`src/rtl/cmp_mon_pkg.sv`:
```
// Shared types for the comparator threshold monitor: FSM states, sample
// classes and the one-hot result classifier.
package cmp_mon_pkg;

  typedef enum logic {
    ST_LOW,
    ST_HIGH
  } state_t;

  typedef enum logic [1:0] {
    CLS_ABOVE,
    CLS_BELOW,
    CLS_NEUTRAL,
    CLS_BAD
  } cls_t;

  // An invalid cycle reports NEUTRAL; callers gate on valid before acting.
  function automatic cls_t classify(input logic valid, input logic lt,
                                    input logic eq, input logic gt,
                                    input logic incl_eq);
    logic [1:0] ones;
    ones = 2'(lt) + 2'(eq) + 2'(gt);
    if (!valid)                   return CLS_NEUTRAL;
    if (ones != 2'd1)             return CLS_BAD;
    if (gt || (incl_eq && eq))    return CLS_ABOVE;
    if (lt)                       return CLS_BELOW;
    return CLS_NEUTRAL;
  endfunction

endpackage

```
`src/rtl/cmp_run_counter.sv`:
```
// Saturating run-length counter; hit reports whether the incremented count
// would reach the target, so the FSM can transition on the completing sample.
module cmp_run_counter #(
  parameter int CNT_W = 4
) (
  input  logic             clk,
  input  logic             rst,
  input  logic             inc,
  input  logic             clr,
  input  logic [CNT_W-1:0] target,
  output logic             hit
);

  logic [CNT_W-1:0] count;
  logic [CNT_W-1:0] bump;

  always_comb begin
    bump = (count == '1) ? count : count + 1'b1;
    hit  = (bump >= target);
  end

  always_ff @(posedge clk) begin
    if (rst || clr)  count <= '0;
    else if (inc)    count <= bump;
  end

endmodule

```
`src/rtl/cmp_threshold_monitor.sv`:
```
// Debounces the comparator's lt/eq/gt stream into a hysteretic alarm with
// rise/fall pulses, a wrapping rise counter and a sticky malformed-input flag.
module cmp_threshold_monitor
  import cmp_mon_pkg::*;
#(
  parameter int CNT_W   = 4,
  parameter int EVT_W   = 16,
  parameter int INCL_EQ = 0
) (
  input  logic             clk,
  input  logic             rst,
  input  logic             in_valid,
  input  logic             cmp_lt,
  input  logic             cmp_eq,
  input  logic             cmp_gt,
  input  logic [CNT_W-1:0] set_count,
  input  logic [CNT_W-1:0] clr_count,
  input  logic             ack,
  output logic             alarm,
  output logic             alarm_rise,
  output logic             alarm_fall,
  output logic [EVT_W-1:0] evt_count,
  output logic             err_sticky
);

  state_t           state_q, state_d;
  cls_t             cls;
  logic             run_inc, run_clr, run_hit;
  logic             rise_d, fall_d;
  logic [CNT_W-1:0] eff_set, eff_clr, target;

  assign cls     = classify(in_valid, cmp_lt, cmp_eq, cmp_gt, INCL_EQ != 0);
  assign eff_set = (set_count == '0) ? CNT_W'(1) : set_count;
  assign eff_clr = (clr_count == '0) ? CNT_W'(1) : clr_count;
  assign target  = (state_q == ST_LOW) ? eff_set : eff_clr;

  cmp_run_counter #(.CNT_W(CNT_W)) u_run (
    .clk    (clk),
    .rst    (rst),
    .inc    (run_inc),
    .clr    (run_clr),
    .target (target),
    .hit    (run_hit)
  );

  always_comb begin
    state_d = state_q;
    run_inc = 1'b0;
    run_clr = 1'b0;
    rise_d  = 1'b0;
    fall_d  = 1'b0;
    if (in_valid) begin
      case (state_q)
        ST_LOW: begin
          case (cls)
            CLS_ABOVE: begin
              if (run_hit) begin
                state_d = ST_HIGH;
                run_clr = 1'b1;
                rise_d  = 1'b1;
              end else begin
                run_inc = 1'b1;
              end
            end
            CLS_BELOW, CLS_NEUTRAL: run_clr = 1'b1;
            default: ;
          endcase
        end
        ST_HIGH: begin
          case (cls)
            CLS_BELOW: begin
              if (run_hit) begin
                state_d = ST_LOW;
                run_clr = 1'b1;
                fall_d  = 1'b1;
              end else begin
                run_inc = 1'b1;
              end
            end
            CLS_ABOVE: run_clr = 1'b1;
            // Neutral holds the run: this is the hysteresis band.
            default: ;
          endcase
        end
        default: ;
      endcase
    end
  end

  always_ff @(posedge clk) begin
    if (rst) begin
      state_q    <= ST_LOW;
      alarm_rise <= 1'b0;
      alarm_fall <= 1'b0;
      evt_count  <= '0;
      err_sticky <= 1'b0;
    end else begin
      state_q    <= state_d;
      alarm_rise <= rise_d;
      alarm_fall <= fall_d;
      if (rise_d) evt_count <= evt_count + EVT_W'(1);
      // A malformed sample wins over a simultaneous ack.
      if (in_valid && cls == CLS_BAD) err_sticky <= 1'b1;
      else if (ack)                   err_sticky <= 1'b0;
    end
  end

  assign alarm = (state_q == ST_HIGH);

endmodule

```
`config.mk`:
```
export PLATFORM = sky130hd
export DESIGN_NAME = cmp_threshold_monitor
export DESIGN_NICKNAME = d
export VERILOG_FILES = /design/src/rtl/cmp_mon_pkg.sv /design/src/rtl/cmp_run_counter.sv /design/src/rtl/cmp_threshold_monitor.sv
export SDC_FILE = /design/constraint.sdc
export NUM_CORES = 1
export LEC_CHECK = 0
export ABC_CLOCK_PERIOD_IN_PS = 3500
export CAP_MARGIN = 20
export CORE_ASPECT_RATIO = 1.2
export CORE_MARGIN = 10
export CORE_UTILIZATION = 40
export DETAILED_ROUTE_END_ITERATION = 10
export PLACE_DENSITY = 0.77
export SYNTH_ARGS = -nofsm -noshare
export SYNTH_HDL_FRONTEND = slang
export SYNTH_SLANG_ARGS = --single-unit
export TNS_END_PERCENT = 1
```
`constraint.sdc`:
```
create_clock -name clk -period 3.5 [get_ports clk]
set_input_delay 0.7 -clock clk [delete_from_list [all_inputs] [get_ports clk]]
set_output_delay 0.7 -clock clk [all_outputs]
set_load 0.05 [all_outputs]
```
==> reports/qor.csv <==
metric,value,unit
f_max,302,MHz
Core Footprint,3690,µm²
type of the worst setup path,in -> reg,
setup repair after global routing missed its margin,true,
startpoint kind of the worst setup timing path,primary input,
grt total ovfl,0,
DRC violations left,0,
antenna violation net count after detailed routing,0,
portion of the post-synthesis area used by sequential elements,0.309,
# nets final,252,
maximum clock skew at final layout,7.12,ps
Inserted Clock Buffers,3,
# IOs,35,
max-slew headroom at the worst pin,0.544,
post-detailed-routing wire length,3770,µm
proportion of synthesized flip-flops having asynchronous set or reset,0,
width of the chip,76.9,µm
Chip Height,88.3,µm
number of global-route vias before repair,1426,
initial antenna violation count,0,
WL per Instance,13.7,µm
met3 Use GR,0.0264,
H-tree levels,1,
buffers added on ports,34,
minimum setup slack after placement,-161,ps
final hold violation count,0,
worst vdd ir,0.000122,V
CP max FO,10,
final count of negative-setup-slack endpoints,0,
first-pass GRT wire length,6410,µm
area of combinational cells with multiple inputs,991,µm²
post-layout worst setup margin,192,ps
Initial Utilization,0.421,
class of the worst hold path,reg -> reg,
signal arrival time at the worst endpoint,3460,ps
total number of yosys warnings,0,
Post-CTS Resized,0,
final count of pins violating max slew,0,
cell area power density,259,nW/µm²
maximum number of pins on one net before global-route repair,19,
insertion delay to the later sink of the worst-skew pair,260,ps
GR Util met2,0.204,
final weighted congestion in routability-driven placement,0.785,
transition time at the pin with the least slew margin,676,ps
outcome,"finished, final reports clean",
sequential standard cell area,480,µm²
Critical Path Sink Type,flop,
Post CTS Setup Buffer Count,0,
Bufs on Longest Clock Path,2,
clock transition at the register clock pins on the worst setup and hold paths after CTS,90,ps
area growth from synthesis to layout,34.1,%
Via Count,1505,
total iterations of the first detailed-routing run,4,
synthesized netlist net count,207,
Diodes inserted,0,
number of placement rows,24,
total routing usage reported by global routing,0.112,
data required time at the worst endpoint,3660,ps
portion of netlist area occupied by mux cells,0.0475,
area share of fa/ha/maj cells after synthesis,0.109,
count of distinct cell types in the synthesized netlist,41,
root buffer selected by CTS,sky130_fd_sc_hd__clkbuf_8,
parity-gate share of the synthesized area counting xor and xnor cells,0.00563,
number of filler cells placed in the layout,342,
fraction of final layout cells with drive strength greater than 1,0.121,
via density per instance,5.47,
largest family of logic cells by synthesized area,simple AND/OR/NAND/NOR gates,
initial drt markers,89,
number of storage elements in the synthesis netlist,24,
number of flops mapped to enable cells by yosys,0,
area share of and/or/nand/nor cells after synthesis,0.260,
post-synthesis average cell area,8.69,µm²
layer with the highest usage,met2,
Final Util,0.565,
half-perimeter wire length after detailed placement,2980,µm
global-route met1 utilization,0.123,
Leak,0.760,nW
hold buffer count at CTS,0,
"Primary FF master, synth",sky130_fd_sc_hd__dfxtp_1,
maxcap violations,0,
cell area after synthesis,1560,µm²
TritonCTS Sinks,24,
total die area,6790,µm²
clock tree from TritonCTS,yes,
number of standard cells after synthesis,179,
post-route fraction of the period consumed by the critical path,0.945,
compound-gate portion of the synthesized area,0.204,
Tmin final,3310,ps
-- cell usage in the layout, fill, tap and decap left out, types with 3 or more instances in the layout --
cell and n:
sky130_fd_sc_hd__nor2b_1 4, sky130_fd_sc_hd__buf_4 16, sky130_fd_sc_hd__a21oi_1 20, sky130_fd_sc_hd__nand3_1 7, sky130_fd_sc_hd__nor3_1 4, sky130_fd_sc_hd__a22oi_1 3, sky130_fd_sc_hd__ha_1 12, sky130_fd_sc_hd__nor2_1 5
sky130_fd_sc_hd__nand2b_1 4, sky130_fd_sc_hd__or4_1 13, sky130_fd_sc_hd__o31ai_1 13, sky130_fd_sc_hd__nand4_1 4, sky130_fd_sc_hd__o21ai_0 9, sky130_fd_sc_hd__inv_1 9, sky130_fd_sc_hd__dfxtp_1 24, sky130_fd_sc_hd__mux2i_1 4
sky130_fd_sc_hd__clkbuf_8 4, sky130_fd_sc_hd__nand2_1 7, sky130_fd_sc_hd__clkdlybuf4s50_1 34
-- sequential cells by signal, indices dropped and copies added (netlist names) --
signal       cells
evt_count       16
alarm_fall       1
alarm_rise       1
u_run.count      4
alarm            1
err_sticky       1
-- path summary, 6_finish.rpt --
kind | start | to | slack, ps | cells past startpoint
hold / removal | err_sticky | err_sticky | 480 | 2
setup / recovery | cmp_lt | evt_count[14] | 190 | 11
setup reg to reg | u_run.count[0] | evt_count[0] | 620 | 8
hold reg to reg | err_sticky | err_sticky | 480 | 2
-- power breakdown --
| part | switching (W) | internal, W | leakage (nW) |
|---|---|---|---|
| combinational | 0.0000401 | 0.0000382 | 0.537 |
| sequential | 0.00000180 | 0.000274 | 0.193 |
| clock | 0.0000855 | 0.000100 | 0.0288 |
-- cells in the mapped netlist, types with 2 or more instances --
master / number / area, µm²
sky130_fd_sc_hd__nand2b_1: 4 / 25.0
sky130_fd_sc_hd__and4_1: 2 / 17.5
sky130_fd_sc_hd__buf_2: 5 / 25.0
sky130_fd_sc_hd__or3_1: 2 / 12.5
sky130_fd_sc_hd__inv_1: 9 / 33.8
sky130_fd_sc_hd__a21oi_1: 20 / 100
sky130_fd_sc_hd__or4_1: 13 / 97.6
sky130_fd_sc_hd__nand4_1: 4 / 25.0
sky130_fd_sc_hd__and3_1: 2 / 12.5
sky130_fd_sc_hd__nor3_1: 4 / 20.0
sky130_fd_sc_hd__mux2_2: 2 / 22.5
sky130_fd_sc_hd__mux2i_1: 4 / 40.0
sky130_fd_sc_hd__nand2_1: 7 / 26.3
sky130_fd_sc_hd__a211oi_1: 2 / 15.0
sky130_fd_sc_hd__dfxtp_1: 24 / 480
sky130_fd_sc_hd__nor2_1: 5 / 18.8
sky130_fd_sc_hd__buf_6: 3 / 33.8
sky130_fd_sc_hd__o31ai_1: 13 / 97.6
sky130_fd_sc_hd__ha_1: 12 / 150
sky130_fd_sc_hd__nor2b_1: 4 / 25.0
sky130_fd_sc_hd__o21a_1: 2 / 15.0
sky130_fd_sc_hd__nand3_1: 7 / 35.0
sky130_fd_sc_hd__o21ai_0: 9 / 45.0
sky130_fd_sc_hd__a22oi_1: 3 / 22.5
-- metal layers --
layer / part of all wire / routed length, µm
met2: 0.51 / 1930
met4: 0.015 / 56
met5: 0 / 0
met1: 0.42 / 1580
met3: 0.054 / 202
-- worst max-delay path, stage by stage --
cell	delay, ps
sky130_fd_sc_hd__clkdlybuf4s50_1	470
sky130_fd_sc_hd__inv_1	70
sky130_fd_sc_hd__fa_1	450
sky130_fd_sc_hd__nand2b_1	150
sky130_fd_sc_hd__or3_1	320
sky130_fd_sc_hd__inv_1	80
sky130_fd_sc_hd__ha_1	160
sky130_fd_sc_hd__nor2b_4	230
sky130_fd_sc_hd__nand4_4	190
sky130_fd_sc_hd__nor4b_2	300
sky130_fd_sc_hd__mux2_1	340
-- area by class of cell --
type,instances,area share
clock buffer,4,0.0264
inverter,9,0.0162
multi-input combinational,136,0.475
sequential,24,0.230
tap,52,0.0312
timing repair buffer,50,0.221
-- through the flow --
step                setup TNS [ps]  power [W]  cells  hold slack, ps  cell area [µm²]
floorplan                        0   0.000323    179             494             1560
global placement              -207   0.000359    271             456             2010
detailed placement           -1040   0.000361    271             465             2010
CTS                              0   0.000545    275             479             2070
global route                 -77.7   0.000573    275             499             2090
finish                           0   0.000540    275             475             2090
-- cell families (layout without fill, tap and decap cells) --
group,count (synthesis),after routing
compound gates,52,52
simple gates,63,63
fa+ha+maj,13,13
mux,7,7
xor+xnor,1,1
flops,24,24
buf+inv,19,63
No activity file was read; power rests on OpenSTA's default activity.
